===== src/rtl/ahbl_protocol_monitor.sv =====
// rtl/ahbl_protocol_monitor.sv - passive AHB-Lite protocol checker with sticky violation flags and counters
module ahbl_protocol_monitor #(
    parameter int W_ADDR   = 32,
    parameter int W_DATA   = 32,
    parameter int MAX_WAIT = 16,
    parameter int W_CNT    = 16
) (
    input  logic              clk,
    input  logic              rst_n,
    input  logic              hready,
    input  logic              hresp,
    input  logic [W_ADDR-1:0] haddr,
    input  logic              hwrite,
    input  logic [1:0]        htrans,
    input  logic [2:0]        hsize,
    input  logic [2:0]        hburst,
    input  logic [3:0]        hprot,
    input  logic              hmastlock,
    input  logic [W_DATA-1:0] hwdata,
    input  logic              clr,
    output logic [7:0]        err_flags,
    output logic              err_valid,
    output logic [2:0]        err_first,
    output logic [W_CNT-1:0]  err_count,
    output logic [W_CNT-1:0]  xfer_count
);

    localparam logic [1:0] TR_IDLE = 2'b00;
    localparam logic [1:0] TR_BUSY = 2'b01;
    localparam logic [1:0] TR_NSEQ = 2'b10;
    localparam logic [1:0] TR_SEQ  = 2'b11;

    localparam logic [W_ADDR-1:0] A_ONE     = {{(W_ADDR-1){1'b0}}, 1'b1};
    localparam logic [W_CNT-1:0]  CNT_ONE   = {{(W_CNT-1){1'b0}}, 1'b1};
    localparam logic [7:0]        WAIT_MAX  = 8'(MAX_WAIT);
    localparam logic [7:0]        WAIT_LAST = 8'(MAX_WAIT - 1);

    typedef enum logic {B_IDLE, B_BURST} burst_state_t;
    typedef enum logic {R_OK, R_ERR1} resp_state_t;

    burst_state_t b_state, b_state_n;
    resp_state_t  r_state, r_state_n;

    // burst tracking
    logic [3:0]        b_remain, b_remain_n;
    logic              b_fixed, b_fixed_n;
    logic [W_ADDR-1:0] b_exp, b_exp_n;
    logic [W_ADDR-1:0] b_mask, b_mask_n;
    logic              b_last, b_last_n;

    // data phase and previous-cycle snapshot
    logic              dp_active, dp_write;
    logic              prev_capture;
    logic [1:0]        prev_htrans;
    logic              prev_hwrite;
    logic [W_ADDR-1:0] prev_haddr;
    logic [2:0]        prev_hsize;
    logic [2:0]        prev_hburst;
    logic [3:0]        prev_hprot;
    logic              prev_hmastlock;
    logic              prev_hready;
    logic [W_DATA-1:0] prev_hwdata;
    logic [7:0]        wait_cnt;

    // decoded bus
    logic              tr_idle, tr_busy, tr_nseq, tr_seq, addr_active;
    logic [W_ADDR-1:0] size_bytes, size_mask;
    logic              start_burst, fixed_init, wrap_init;
    logic [2:0]        beat_lsh;
    logic [3:0]        remain_init;
    logic [W_ADDR-1:0] mask_init, start_next, seq_next;

    // violations
    logic align_v, size_v, stable_v, seq_order_v, burst_v, wdata_v, resp_v, timeout_v;
    logic [7:0] viol;
    logic       any_v;
    logic [2:0] first_idx;
    logic       xfer_done;

    assign tr_idle     = (htrans == TR_IDLE);
    assign tr_busy     = (htrans == TR_BUSY);
    assign tr_nseq     = (htrans == TR_NSEQ);
    assign tr_seq      = (htrans == TR_SEQ);
    assign addr_active = htrans[1];

    assign size_bytes = A_ONE << hsize;
    assign size_mask  = size_bytes - A_ONE;

    // Wrap mask is beats*bytes-1; incrementing bursts use an all-ones mask so
    // the same next-address expression degenerates to a plain increment.
    assign start_burst = tr_nseq && (hburst != 3'b000);
    assign fixed_init  = (hburst[2:1] != 2'b00);
    assign wrap_init   = fixed_init && !hburst[0];
    assign beat_lsh    = {1'b0, hburst[2:1]} + 3'd1;
    assign mask_init   = wrap_init ? ((size_bytes << beat_lsh) - A_ONE) : '1;
    assign start_next  = (haddr & ~mask_init) | ((haddr + size_bytes) & mask_init);
    assign seq_next    = (haddr & ~b_mask) | ((haddr + size_bytes) & b_mask);

    // Beats remaining after the NSEQ beat of a fixed-length burst
    always_comb begin
        remain_init = 4'd0;
        case (hburst[2:1])
            2'b01:   remain_init = 4'd3;
            2'b10:   remain_init = 4'd7;
            2'b11:   remain_init = 4'd15;
            default: remain_init = 4'd0;
        endcase
    end

    assign align_v   = addr_active && ((haddr & size_mask) != '0);
    assign size_v    = addr_active && ((32'd8 << hsize) > 32'(W_DATA));
    assign wdata_v   = dp_active && dp_write && !prev_hready && (hwdata != prev_hwdata);
    assign timeout_v = dp_active && !hready && (wait_cnt == WAIT_LAST);
    assign xfer_done = dp_active && hready && !hresp;

    // A stalled address phase must hold every control field; only the
    // master's cancellation to IDLE during the error's second cycle is legal.
    always_comb begin
        stable_v = 1'b0;
        if (prev_capture) begin
            if ((htrans != prev_htrans) && !((r_state == R_ERR1) && tr_idle))
                stable_v = 1'b1;
            if ((hwrite != prev_hwrite) || (haddr != prev_haddr) || (hsize != prev_hsize) ||
                (hburst != prev_hburst) || (hprot != prev_hprot) ||
                (hmastlock != prev_hmastlock))
                stable_v = 1'b1;
        end
    end

    // Burst FSM next state plus SEQ_ORDER and BURST checks
    always_comb begin
        b_state_n   = b_state;
        b_remain_n  = b_remain;
        b_fixed_n   = b_fixed;
        b_exp_n     = b_exp;
        b_mask_n    = b_mask;
        b_last_n    = b_last;
        seq_order_v = 1'b0;
        burst_v     = 1'b0;
        if (b_state == B_IDLE) begin
            if (tr_seq || tr_busy)
                seq_order_v = 1'b1;
            if (tr_seq && b_last)
                burst_v = 1'b1;
            if (hready) begin
                b_last_n = 1'b0;
                if (start_burst) begin
                    b_state_n  = B_BURST;
                    b_remain_n = remain_init;
                    b_fixed_n  = fixed_init;
                    b_mask_n   = mask_init;
                    b_exp_n    = start_next;
                end
            end
        end else begin
            if (tr_seq && (haddr != b_exp))
                burst_v = 1'b1;
            if ((tr_idle || tr_nseq) && b_fixed && !hresp)
                burst_v = 1'b1;
            if (hready) begin
                b_last_n = 1'b0;
                if (tr_seq) begin
                    b_exp_n = seq_next;
                    if (b_fixed) begin
                        b_remain_n = b_remain - 4'd1;
                        if (b_remain == 4'd1) begin
                            b_state_n = B_IDLE;
                            b_last_n  = 1'b1;
                        end
                    end
                end else if (tr_idle) begin
                    b_state_n = B_IDLE;
                end else if (tr_nseq) begin
                    if (start_burst) begin
                        b_remain_n = remain_init;
                        b_fixed_n  = fixed_init;
                        b_mask_n   = mask_init;
                        b_exp_n    = start_next;
                    end else begin
                        b_state_n = B_IDLE;
                    end
                end
            end
        end
    end

    // Burst FSM state register
    always_ff @(posedge clk or negedge rst_n) begin
        if (!rst_n) begin
            b_state  <= B_IDLE;
            b_remain <= 4'd0;
            b_fixed  <= 1'b0;
            b_exp    <= '0;
            b_mask   <= '0;
            b_last   <= 1'b0;
        end else begin
            b_state  <= b_state_n;
            b_remain <= b_remain_n;
            b_fixed  <= b_fixed_n;
            b_exp    <= b_exp_n;
            b_mask   <= b_mask_n;
            b_last   <= b_last_n;
        end
    end

    // Response FSM next state plus the two-cycle error response check
    always_comb begin
        r_state_n = r_state;
        resp_v    = 1'b0;
        if (r_state == R_OK) begin
            if (hresp && hready)
                resp_v = 1'b1;
            if (dp_active && hresp && !hready)
                r_state_n = R_ERR1;
        end else begin
            if (!(hresp && hready))
                resp_v = 1'b1;
            r_state_n = R_OK;
        end
    end

    // Response FSM state register
    always_ff @(posedge clk or negedge rst_n) begin
        if (!rst_n)
            r_state <= R_OK;
        else
            r_state <= r_state_n;
    end

    // Data-phase attributes follow the address phase once it is accepted
    always_ff @(posedge clk or negedge rst_n) begin
        if (!rst_n) begin
            dp_active <= 1'b0;
            dp_write  <= 1'b0;
        end else if (hready) begin
            dp_active <= addr_active;
            dp_write  <= hwrite;
        end
    end

    // Previous-cycle snapshot used by the stability and write-data checks
    always_ff @(posedge clk or negedge rst_n) begin
        if (!rst_n) begin
            prev_capture   <= 1'b0;
            prev_htrans    <= 2'b00;
            prev_hwrite    <= 1'b0;
            prev_haddr     <= '0;
            prev_hsize     <= 3'd0;
            prev_hburst    <= 3'd0;
            prev_hprot     <= 4'd0;
            prev_hmastlock <= 1'b0;
            prev_hready    <= 1'b0;
            prev_hwdata    <= '0;
        end else begin
            prev_capture   <= addr_active && !hready && (r_state == R_OK);
            prev_htrans    <= htrans;
            prev_hwrite    <= hwrite;
            prev_haddr     <= haddr;
            prev_hsize     <= hsize;
            prev_hburst    <= hburst;
            prev_hprot     <= hprot;
            prev_hmastlock <= hmastlock;
            prev_hready    <= hready;
            prev_hwdata    <= hwdata;
        end
    end

    // Wait-state counter; saturating so the timeout fires once per stall
    always_ff @(posedge clk or negedge rst_n) begin
        if (!rst_n)
            wait_cnt <= 8'd0;
        else if (hready)
            wait_cnt <= 8'd0;
        else if (dp_active && (wait_cnt != WAIT_MAX))
            wait_cnt <= wait_cnt + 8'd1;
    end

    assign viol  = {timeout_v, resp_v, wdata_v, burst_v, seq_order_v, stable_v, size_v, align_v};
    assign any_v = |viol;

    // Lowest-numbered violation firing this cycle
    always_comb begin
        first_idx = 3'd0;
        for (int i = 7; i >= 0; i--)
            if (viol[i])
                first_idx = 3'(i);
    end

    assign err_valid = |err_flags;

    // Sticky flags and saturating counters; a violation coincident with clr survives it
    always_ff @(posedge clk or negedge rst_n) begin
        if (!rst_n) begin
            err_flags  <= 8'h00;
            err_first  <= 3'd0;
            err_count  <= '0;
            xfer_count <= '0;
        end else if (clr) begin
            err_flags  <= viol;
            err_first  <= any_v ? first_idx : 3'd0;
            err_count  <= any_v ? CNT_ONE : '0;
            xfer_count <= '0;
        end else begin
            err_flags <= err_flags | viol;
            if (any_v && (err_flags == 8'h00))
                err_first <= first_idx;
            if (any_v && (err_count != '1))
                err_count <= err_count + CNT_ONE;
            if (xfer_done && (xfer_count != '1))
                xfer_count <= xfer_count + CNT_ONE;
        end
    end

endmodule

===== config.mk =====
export PLATFORM = sky130hd
export DESIGN_NAME = ahbl_protocol_monitor
export DESIGN_NICKNAME = d
export VERILOG_FILES = /design/src/rtl/ahbl_protocol_monitor.sv
export SDC_FILE = /design/constraint.sdc
export NUM_CORES = 1
export LEC_CHECK = 0
export ABC_AREA = 1
export CORE_UTILIZATION = 53
export CTS_CLUSTER_DIAMETER = 30
export DETAILED_ROUTE_END_ITERATION = 7
export HOLD_SLACK_MARGIN = 0.03
export MAX_ROUTING_LAYER = met4
export PLACE_DENSITY = 0.88
export SYNTH_ARGS = -nofsm -noshare
export SYNTH_HDL_FRONTEND = slang
export SYNTH_SLANG_ARGS = --single-unit
export TNS_END_PERCENT = 50

===== constraint.sdc =====
create_clock -name clk -period 1.7 [get_ports clk]
set_input_delay 0.51 -clock clk [delete_from_list [all_inputs] [get_ports clk]]
set_output_delay 0.51 -clock clk [all_outputs]
set_load 0.03 [all_outputs]

==> results.yml, run 1 <==
logic_synthesis:
  ys_seq_area_frac: 0.411
  synth-seq-cells: 202
  synth.avg_cell_area_um2: 7.59
  synth_fp_nets: 1729
  synth_edf_count: 0
  async_flop_share: 1.00
  synth_warnings: 0
  synthDistinctLibCells: 54
  syn-instance-count: 1622
  synth_flop_cell: "dfrtp_1"
  synth_area_mm2: 0.0123
timing:
  endpoint_type: "register data pin"
  worst_endpoint: "err_count[9]$_DFFE_PN0P_/D"
placement:
  gp_congestion: 1.00
  pre_cts_slack_ps: -1650
  numPortBuffers: 126
  post_dp_cell_area_mm2: 0.0167
  dp_hpwl_um: 30500
clocking:
  h-tree-depth: 2
  clockRootBuffer: "clkbuf_16"
  clock_sinks: 202
  numCtsBuffers: 46
  clk_path_buf_depth: 3
status:
  stop_error: "[ERROR GRT-0232] Routing congestion too high. Check the congestion heatmap in the GUI."
  outcome: "aborted with a tool error"
  lastStage: "global routing"
global_route:
  grtUsageTotal: 0.933
  grt-ovfl-total: 806
  grt_max_degree: 47
floorplanning:
  io_pins: 127
  die_y_um: 154
  initial_core_util: 0.542
  rows: 55
  dieWidth_um: 154
cell usage after synthesis, types with 4 or more instances:
cell type / count / area (um2)
nand4_1: 27 / 169
nor4_1: 16 / 100
nor2_1: 106 / 398
xnor2_1: 73 / 639
clkbuf_1: 33 / 124
buf_6: 5 / 56.3
nand3_2: 5 / 50.1
or2_2: 7 / 43.8
inv_1: 154 / 578
ha_1: 23 / 288
o21bai_1: 4 / 30.0
a21oi_1: 115 / 576
nor3_1: 39 / 195
nand2_2: 5 / 31.3
o21ai_1: 7 / 35.0
a31oi_1: 4 / 25.0
dfrtp_1: 202 / 5050
nor2_2: 6 / 37.5
xor2_1: 62 / 543
buf_2: 19 / 95.1
inv_2: 5 / 18.8
nand2_1: 422 / 1580
o211ai_1: 13 / 97.6
o21ai_0: 104 / 521
nand3_1: 115 / 576
o21ai_2: 4 / 35.0
stage by stage:
| step | hold slack (ps) | cells |
|---|---|---|
| after global placement | 482 | 2327 |
| after CTS | 222 | 2463 |
| after detailed placement | 485 | 2327 |
| after floorplan | 214 | 1622 |
repair_timing:
| item | 4_1_cts |
|---|---|
| pin swaps | 116 |
| buffers inserted | 55 |
| resized for setup | 464 |
| hold buffers | 1 |
| hold endpoints to repair | 38 |
| gates cloned | 2 |
| setup endpoints to repair | 154 |
layer usage:
layer | overflow | track usage
met5 | - | -
met4 | 225 | 0.998
met3 | 36 | 0.777
met2 | 529 | 1.08
met1 | 16 | 0.882
cell families after synthesis:
logic type	after synthesis	synth area share
adder cells (fa/ha/maj)	24	0.0250
AO/OA/AOI/OAI	275	0.123
multiplexers	1	0.000813
buffers and inverters	223	0.0742
XOR/XNOR	135	0.0961
AND/OR/NAND/NOR	762	0.270
flip-flops	202	0.411
==> run 2: changes to the inputs <==
--- a/config.mk
+++ b/config.mk
@@ -6,12 +6,9 @@
 export NUM_CORES = 1
 export LEC_CHECK = 0
 export ABC_AREA = 1
-export CORE_UTILIZATION = 53
-export CTS_CLUSTER_DIAMETER = 30
+export CORE_UTILIZATION = 40
 export DETAILED_ROUTE_END_ITERATION = 7
-export HOLD_SLACK_MARGIN = 0.03
-export MAX_ROUTING_LAYER = met4
-export PLACE_DENSITY = 0.88
+export PLACE_DENSITY_LB_ADDON = 0.15
 export SYNTH_ARGS = -nofsm -noshare
 export SYNTH_HDL_FRONTEND = slang
 export SYNTH_SLANG_ARGS = --single-unit
==> constraint.sdc (replaced) <==
create_clock -name clk -period 2.2 [get_ports clk]
set_input_delay 0.66 -clock clk [delete_from_list [all_inputs] [get_ports clk]]
set_output_delay 0.66 -clock clk [all_outputs]
set_load 0.03 [all_outputs]
==> run 2 against run 1 <==
The flow now finishes, with violations (negative setup slack); synthesized cell count stayed put; area after synthesis stayed put.
==> results.yml, run 2 <==
status:
  outcome: "finished with violations"
  violations: "negative setup slack"
finish:
  layout.nets: 2118
  fillerInstances: 2694
  num_antenna_cells: 0
  reg_top3: "b_exp: 32 flops, prev_haddr: 32 flops, prev_hwdata: 32 flops"
  stdcell_area_mm2: 0.0183
  mostFrequentLayoutCell: "nand2_1"
  area_delta_synth_final_pct: 48.8
  layout-drive-gt1-share: 0.288
  mostFrequentLayoutCells: "nand2_1, buf_4, dfrtp_1"
logic_synthesis:
  ys_seq_area_frac: 0.411
  yosys.area_share.xor_xnor: 0.0961
  async_flop_share: 1.00
  ys_top_cells_by_count: "nand2_1, dfrtp_1, inv_1, a21oi_1, nand3_1"
  synth.avg_cell_area_um2: 7.59
  netlist_top_cells_area: "dfrtp_1, nand2_1, xnor2_1, inv_1, a21oi_1"
  syn-instance-count: 1622
  synth_top_family_by_area: "simple AND/OR/NAND/NOR gates"
  synth_area_mm2: 0.0123
  synth.area.mux_share: 0.000813
  synth_adder_area_share: 0.0250
  synth_top_area_share: 0.411
  synth_most_common_cell: "nand2_1"
  synth_warnings: 0
  yosys.area_share.simple: 0.270
  synth_edf_count: 0
  synthDistinctLibCells: 54
  synth_area_leader_cell: "dfrtp_1"
  synth_flop_cell: "dfrtp_1"
  synth_fp_nets: 1729
  synth-seq-cells: 202
  synth_compound_area_frac: 0.123
clocking:
  path_clk_slew_ps: 60
  clk_latency_ps: 540
  clock_sinks: 202
  numCtsBuffers: 25
  clockRootBuffer: "clkbuf_16"
  h-tree-depth: 1
  cts_tree: "built"
  hold_buffers: 0
  clk_path_buf_depth: 3
pwr:
  comb_power_share: 0.250
  switching_share: 0.305
  internal_power_uw: 8550
  p_leak_uw: 0.00878
  ir_drop_mv: 0.594
  p_clk_frac: 0.388
  p_seq_frac: 0.362
  p_sw_uw: 3750
  powerDensity_mw_per_mm2: 671
worst_setup_path:
  critPathLaunchType: "input port"
  crit_required_ps: 2630
  reg2reg_depth: 16
  worst_r2r_endpoint: "err_count[14]"
  crit_type: "input port to flop"
  r2r_start: "prev_hsize[1]"
  cp_max_fo: 4
  end_kind: "flop"
  arrival_ps: 3000
  crit_start: "hsize[1]"
  r2r_slack_ps: -70
global_route:
  grtUsageTotal: 0.255
  grt_pass1_vias: 12400
  antenna_found_initial: 0
  grt_pass1_wl_um: 63500
  grt_max_degree: 50
  grt-ovfl-total: 0
routing:
  vias: 12400
  routedWlPerCell_um: 16.2
  drtAntennaViolNets: 0
  dr.pass1.iters: 5
  remaining_drc_errors: 0
  vias_per_cell: 5.14
  wl_um: 39100
  first_iter_violations: 828
timing:
  worst_pin_slew_ps: 511
  rsz0062_at_grt: "yes"
  setup_ws_ps: -375
  setup_violations: 47
  fin_tns_setup_ps: -9120
  skew_ps: 22.3
  maxSlewHeadroom: 0.656
  finalCriticalPeriod_ps: 2580
  hold_viol: 0
  fmax_mhz: 388
  slew_viol_final: 0
  timing.final.crit_share: 1.17
floorplanning:
  initial_core_util: 0.411
  io_pins: 127
  die_y_um: 177
  dieWidth_um: 177
  die-area_mm2: 0.0315
  core_mm2: 0.0300
  rows: 63
placement:
  numPortBuffers: 126
  dp_hpwl_um: 28600
  gp_congestion: 0.904
  post_dp_cell_area_mm2: 0.0160
flow_run:
  maxCapViolations: 0
hold_path:
  min_path_type: "input port to asynchronous set/reset pin"
-- run 2: through the flow --
step                hold WS [ps]  utilization  cells  power (uW)  setup WS [ps]
floorplan                    364            -   1622        6030           -661
global placement             492        0.536   2332        7220          -1250
detailed placement           501        0.536   2332        7270          -1320
CTS                         43.9        0.598   2412       12300           -306
global route                58.5        0.611   2420       12900           -499
finish                      53.7        0.611   2420       12300           -375
-- run 2: kinds of logic (layout without fill, tap and decap cells) --
| family | count (synthesis) | after routing |
|---|---|---|
| AND/OR/NAND/NOR | 762 | 763 |
| AO/OA/AOI/OAI | 275 | 275 |
| buffers and inverters | 223 | 630 |
| flip-flops | 202 | 202 |
| XOR/XNOR | 135 | 135 |
| adder cells (fa/ha/maj) | 24 | 24 |
| multiplexers | 1 | 1 |
-- run 2: area by class of cell --
type | instances | area [um2] | share of cell area
clock buffers | 28 | 667 | 0.0364
multi-input cells | 1198 | 7470 | 0.408
repair buffers | 424 | 3710 | 0.202
inverters | 159 | 623 | 0.0340
repair inverters | 1 | 5.00 | 0.000273
flip-flops and latches | 202 | 5050 | 0.276
clock inverters | 18 | 302 | 0.0165
well taps | 390 | 488 | 0.0266
-- run 2: timing repair --
action | 4_1_cts | 5_1_grt
endpoints found under the setup margin | 116 | 71
pin swaps | 89 | 74
cloned | 4 | 0
gates resized for setup | 271 | 90
buffers inserted | 31 | 10
-- run 2: power groups by stage --
| stage | registers, uW | clock network [uW] | logic, uW |
|---|---|---|---|
| finish | 4450 | 4770 | 3070 |
| global route | 4510 | 5000 | 3400 |
| CTS | 4440 | 4870 | 2970 |
| detailed placement | 4490 | 0 | 2780 |
| global placement | 4480 | 0 | 2740 |
| floorplan | 4510 | 0 | 1520 |
-- run 2: how the worst max path moves through the flow --
stage | to | slack, ps | depth (start not counted)
finish | b_exp[24] | -380 | 20
global route | b_exp[16] | -500 | 20
CTS | b_exp[28] | -310 | 20
detailed placement | err_count[9] | -1320 | 18
global placement | err_count[9] | -1250 | 18
floorplan | b_exp[30] | -660 | 20
-- run 2: worst max-delay path: stages --
cell,delay (ps)
buf_8,100
buf_12,130
nor2_8,120
nand2_4,60
inv_2,60
ha_4,120
inv_2,40
fa_2,320
nand3b_1,180
nand2_2,100
a21boi_2,70
o21ai_2,210
buf_4,160
buf_6,100
nand3_2,60
xor2_1,180
o21ai_1,140
o21ai_1,80
nand2_1,60
nand2_1,40
-- run 2: metal layers --
layer / track usage / part of all wire
met2: 0.436 / 0.48
met5: 0 / 0
met3: 0.0296 / 0.052
met1: 0.332 / 0.44
met4: 0.0851 / 0.029
No activity file was read; power rests on OpenSTA's default activity.
==> run 3: changes to the inputs <==
--- a/config.mk
+++ b/config.mk
@@ -12,4 +12,4 @@
 export SYNTH_ARGS = -nofsm -noshare
 export SYNTH_HDL_FRONTEND = slang
 export SYNTH_SLANG_ARGS = --single-unit
-export TNS_END_PERCENT = 50
+export TNS_END_PERCENT = 1
==> run 3 against run 2 <==
The flow still finishes with violations (negative setup slack); non-clock buffer count is 7 higher; cell count is 0.29% higher; global-route usage is 0.27 points lower; wire length is 0.34% higher; critical path type unchanged.
==> results.yml, run 3 (synthesis results as in run 2) <==
placement:
  post_dp_cell_area_mm2: 0.0162
  dp_hpwl_um: 29600
  numPortBuffers: 126
  gp_congestion: 0.954
routing:
  remaining_drc_errors: 0
  first_iter_violations: 802
  vias: 12400
  dr.pass1.iters: 5
  vias_per_cell: 5.11
  wl_um: 39200
  drtAntennaViolNets: 0
  routedWlPerCell_um: 16.2
floorplanning:
  rows: 63
  io_pins: 127
  die-area_mm2: 0.0315
  dieWidth_um: 177
  initial_core_util: 0.411
  die_y_um: 177
  core_mm2: 0.0300
worst_setup_path:
  cp_max_fo: 11
  crit_required_ps: 2610
  r2r_slack_ps: -30
  end_kind: "flop"
  arrival_ps: 2880
  crit_family: "simple AND/OR/NAND/NOR gates"
  crit_chain: "clkdlybuf4s15_2, inv_2, ha_4, buf_8, nor2_2, buf_4, nand2_1, nand2_1, nor2_2, nand2_2, nor2_4, nand2_2, nor2_2, ha_1, nor2_2, buf_4, o21ai_1, nand2_1, nand3_1, nand2_1"
  worst_r2r_endpoint: "err_count[1]"
  r2r_start: "b_exp[29]"
  max_stage_delay_ps: 310
  critPathLaunchType: "input port"
  crit_slowest_cell: "ha_4"
  reg2reg_depth: 12
  crit_type: "input port to flop"
  cp.buffers_inverters: 5
timing:
  hold_viol: 0
  fmax_mhz: 405
  whs_ps: 75.2
  finalCriticalPeriod_ps: 2470
  rsz0062_at_grt: "yes"
  fin_tns_setup_ps: -8000
  timing.final.crit_share: 1.12
  maxSlewHeadroom: 0.625
  setup_violations: 47
  worst_pin_slew_ps: 563
  setup_ws_ps: -271
  slew_viol_final: 0
  skew_ps: 22.2
global_route:
  grt-busiest-layer: "met2"
  grt_max_degree: 62
  use_met1: 0.334
  grtUsageTotal: 0.252
  grt_pass1_wl_um: 63200
  met3_usage: 0.0266
  antenna_found_initial: 0
  grt_pass1_vias: 12200
  grt-ovfl-total: 0
  use_met2: 0.430
clocking:
  h-tree-depth: 1
  path_clk_slew_ps: 60
  clk_path_buf_depth: 3
  numCtsBuffers: 26
  hold_buffers: 0
  cts_tree: "built"
  clockRootBuffer: "clkbuf_16"
  clk_latency_ps: 540
  clock_sinks: 202
flow_run:
  maxCapViolations: 0
hold_path:
  min_path_type: "input port to asynchronous set/reset pin"
finish:
  layout.nets: 2125
  stdcell_area_mm2: 0.0179
  layout-drive-gt1-share: 0.260
  area_delta_synth_final_pct: 45.3
  reg_top3: "b_exp: 32 flops, prev_haddr: 32 flops, prev_hwdata: 32 flops"
  mostFrequentLayoutCells: "nand2_1, buf_4, dfrtp_1"
  num_antenna_cells: 0
  mostFrequentLayoutCell: "nand2_1"
status:
  outcome: "finished with violations"
  violations: "negative setup slack"
pwr:
  powerDensity_mw_per_mm2: 683
  ir_drop_mv: 0.516
  p_leak_uw: 0.00871
run 3: cell count changes in the layout (fill, tap and decap cells not counted), moves of 16 or more:
cell,delta
buf_4,+23
nand3_1,+21
nand2_1,+20
o21ai_1,-20
o21ai_0,+19
nand3_2,-16
run 3: power breakdown:
part / leakage (uW) / switching [uW] / internal (uW)
clock network: 0.000472 / 1730 / 3010
logic: 0.00575 / 1640 / 1390
registers: 0.00249 / 312 / 4130
run 3: worst max-delay path by stage:
| stage | endpoint | startpoint | slack (ps) | cells after the start |
|---|---|---|---|---|
| CTS | b_exp[18] | hsize[0] | -360 | 20 |
| global route | b_exp[14] | hburst[1] | -430 | 20 |
| floorplan | b_exp[30] | hsize[1] | -700 | 20 |
| global placement | b_exp[14] | hburst[1] | -1330 | 19 |
| finish | b_exp[30] | hburst[2] | -270 | 20 |
| detailed placement | b_exp[18] | hsize[0] | -1350 | 20 |
run 3: metal layers:
layer | share of wire | up-vias
met4 | 0.034 | 0
met1 | 0.44 | 5857
met3 | 0.051 | 80
met2 | 0.47 | 372
li1 | - | 6099
met5 | 0 | -
run 3: cell type report:
class                           count  area (um2)
Timing Repair Buffer              431        3670
Tap cell                          390         488
Multi-Input combinational cell   1197        7100
Clock inverter                     15         246
Sequential cell                   202        5050
Inverter                          159         606
Clock buffer                       32         713
Timing Repair inverter              1        7.51
Fill cell                        2752       12100
run 3: through the flow:
| step | total power (uW) | worst slack (ps) | utilization | instances |
|---|---|---|---|---|
| after global placement | 7290 | -1330 | 0.541 | 2370 |
| final | 12200 | -271 | 0.597 | 2427 |
| after global routing | 12800 | -429 | 0.597 | 2427 |
| after floorplan | 5980 | -704 | - | 1622 |
| after CTS | 12200 | -361 | 0.586 | 2426 |
| after detailed placement | 7340 | -1350 | 0.541 | 2370 |
run 3: repair_timing:
action                     CTS  global route
cloned                       1             0
buffers inserted             8             3
setup endpoints to repair  116            76
gates resized for setup    174            98
hold endpoints to repair     0             0
pin swaps                   25            32
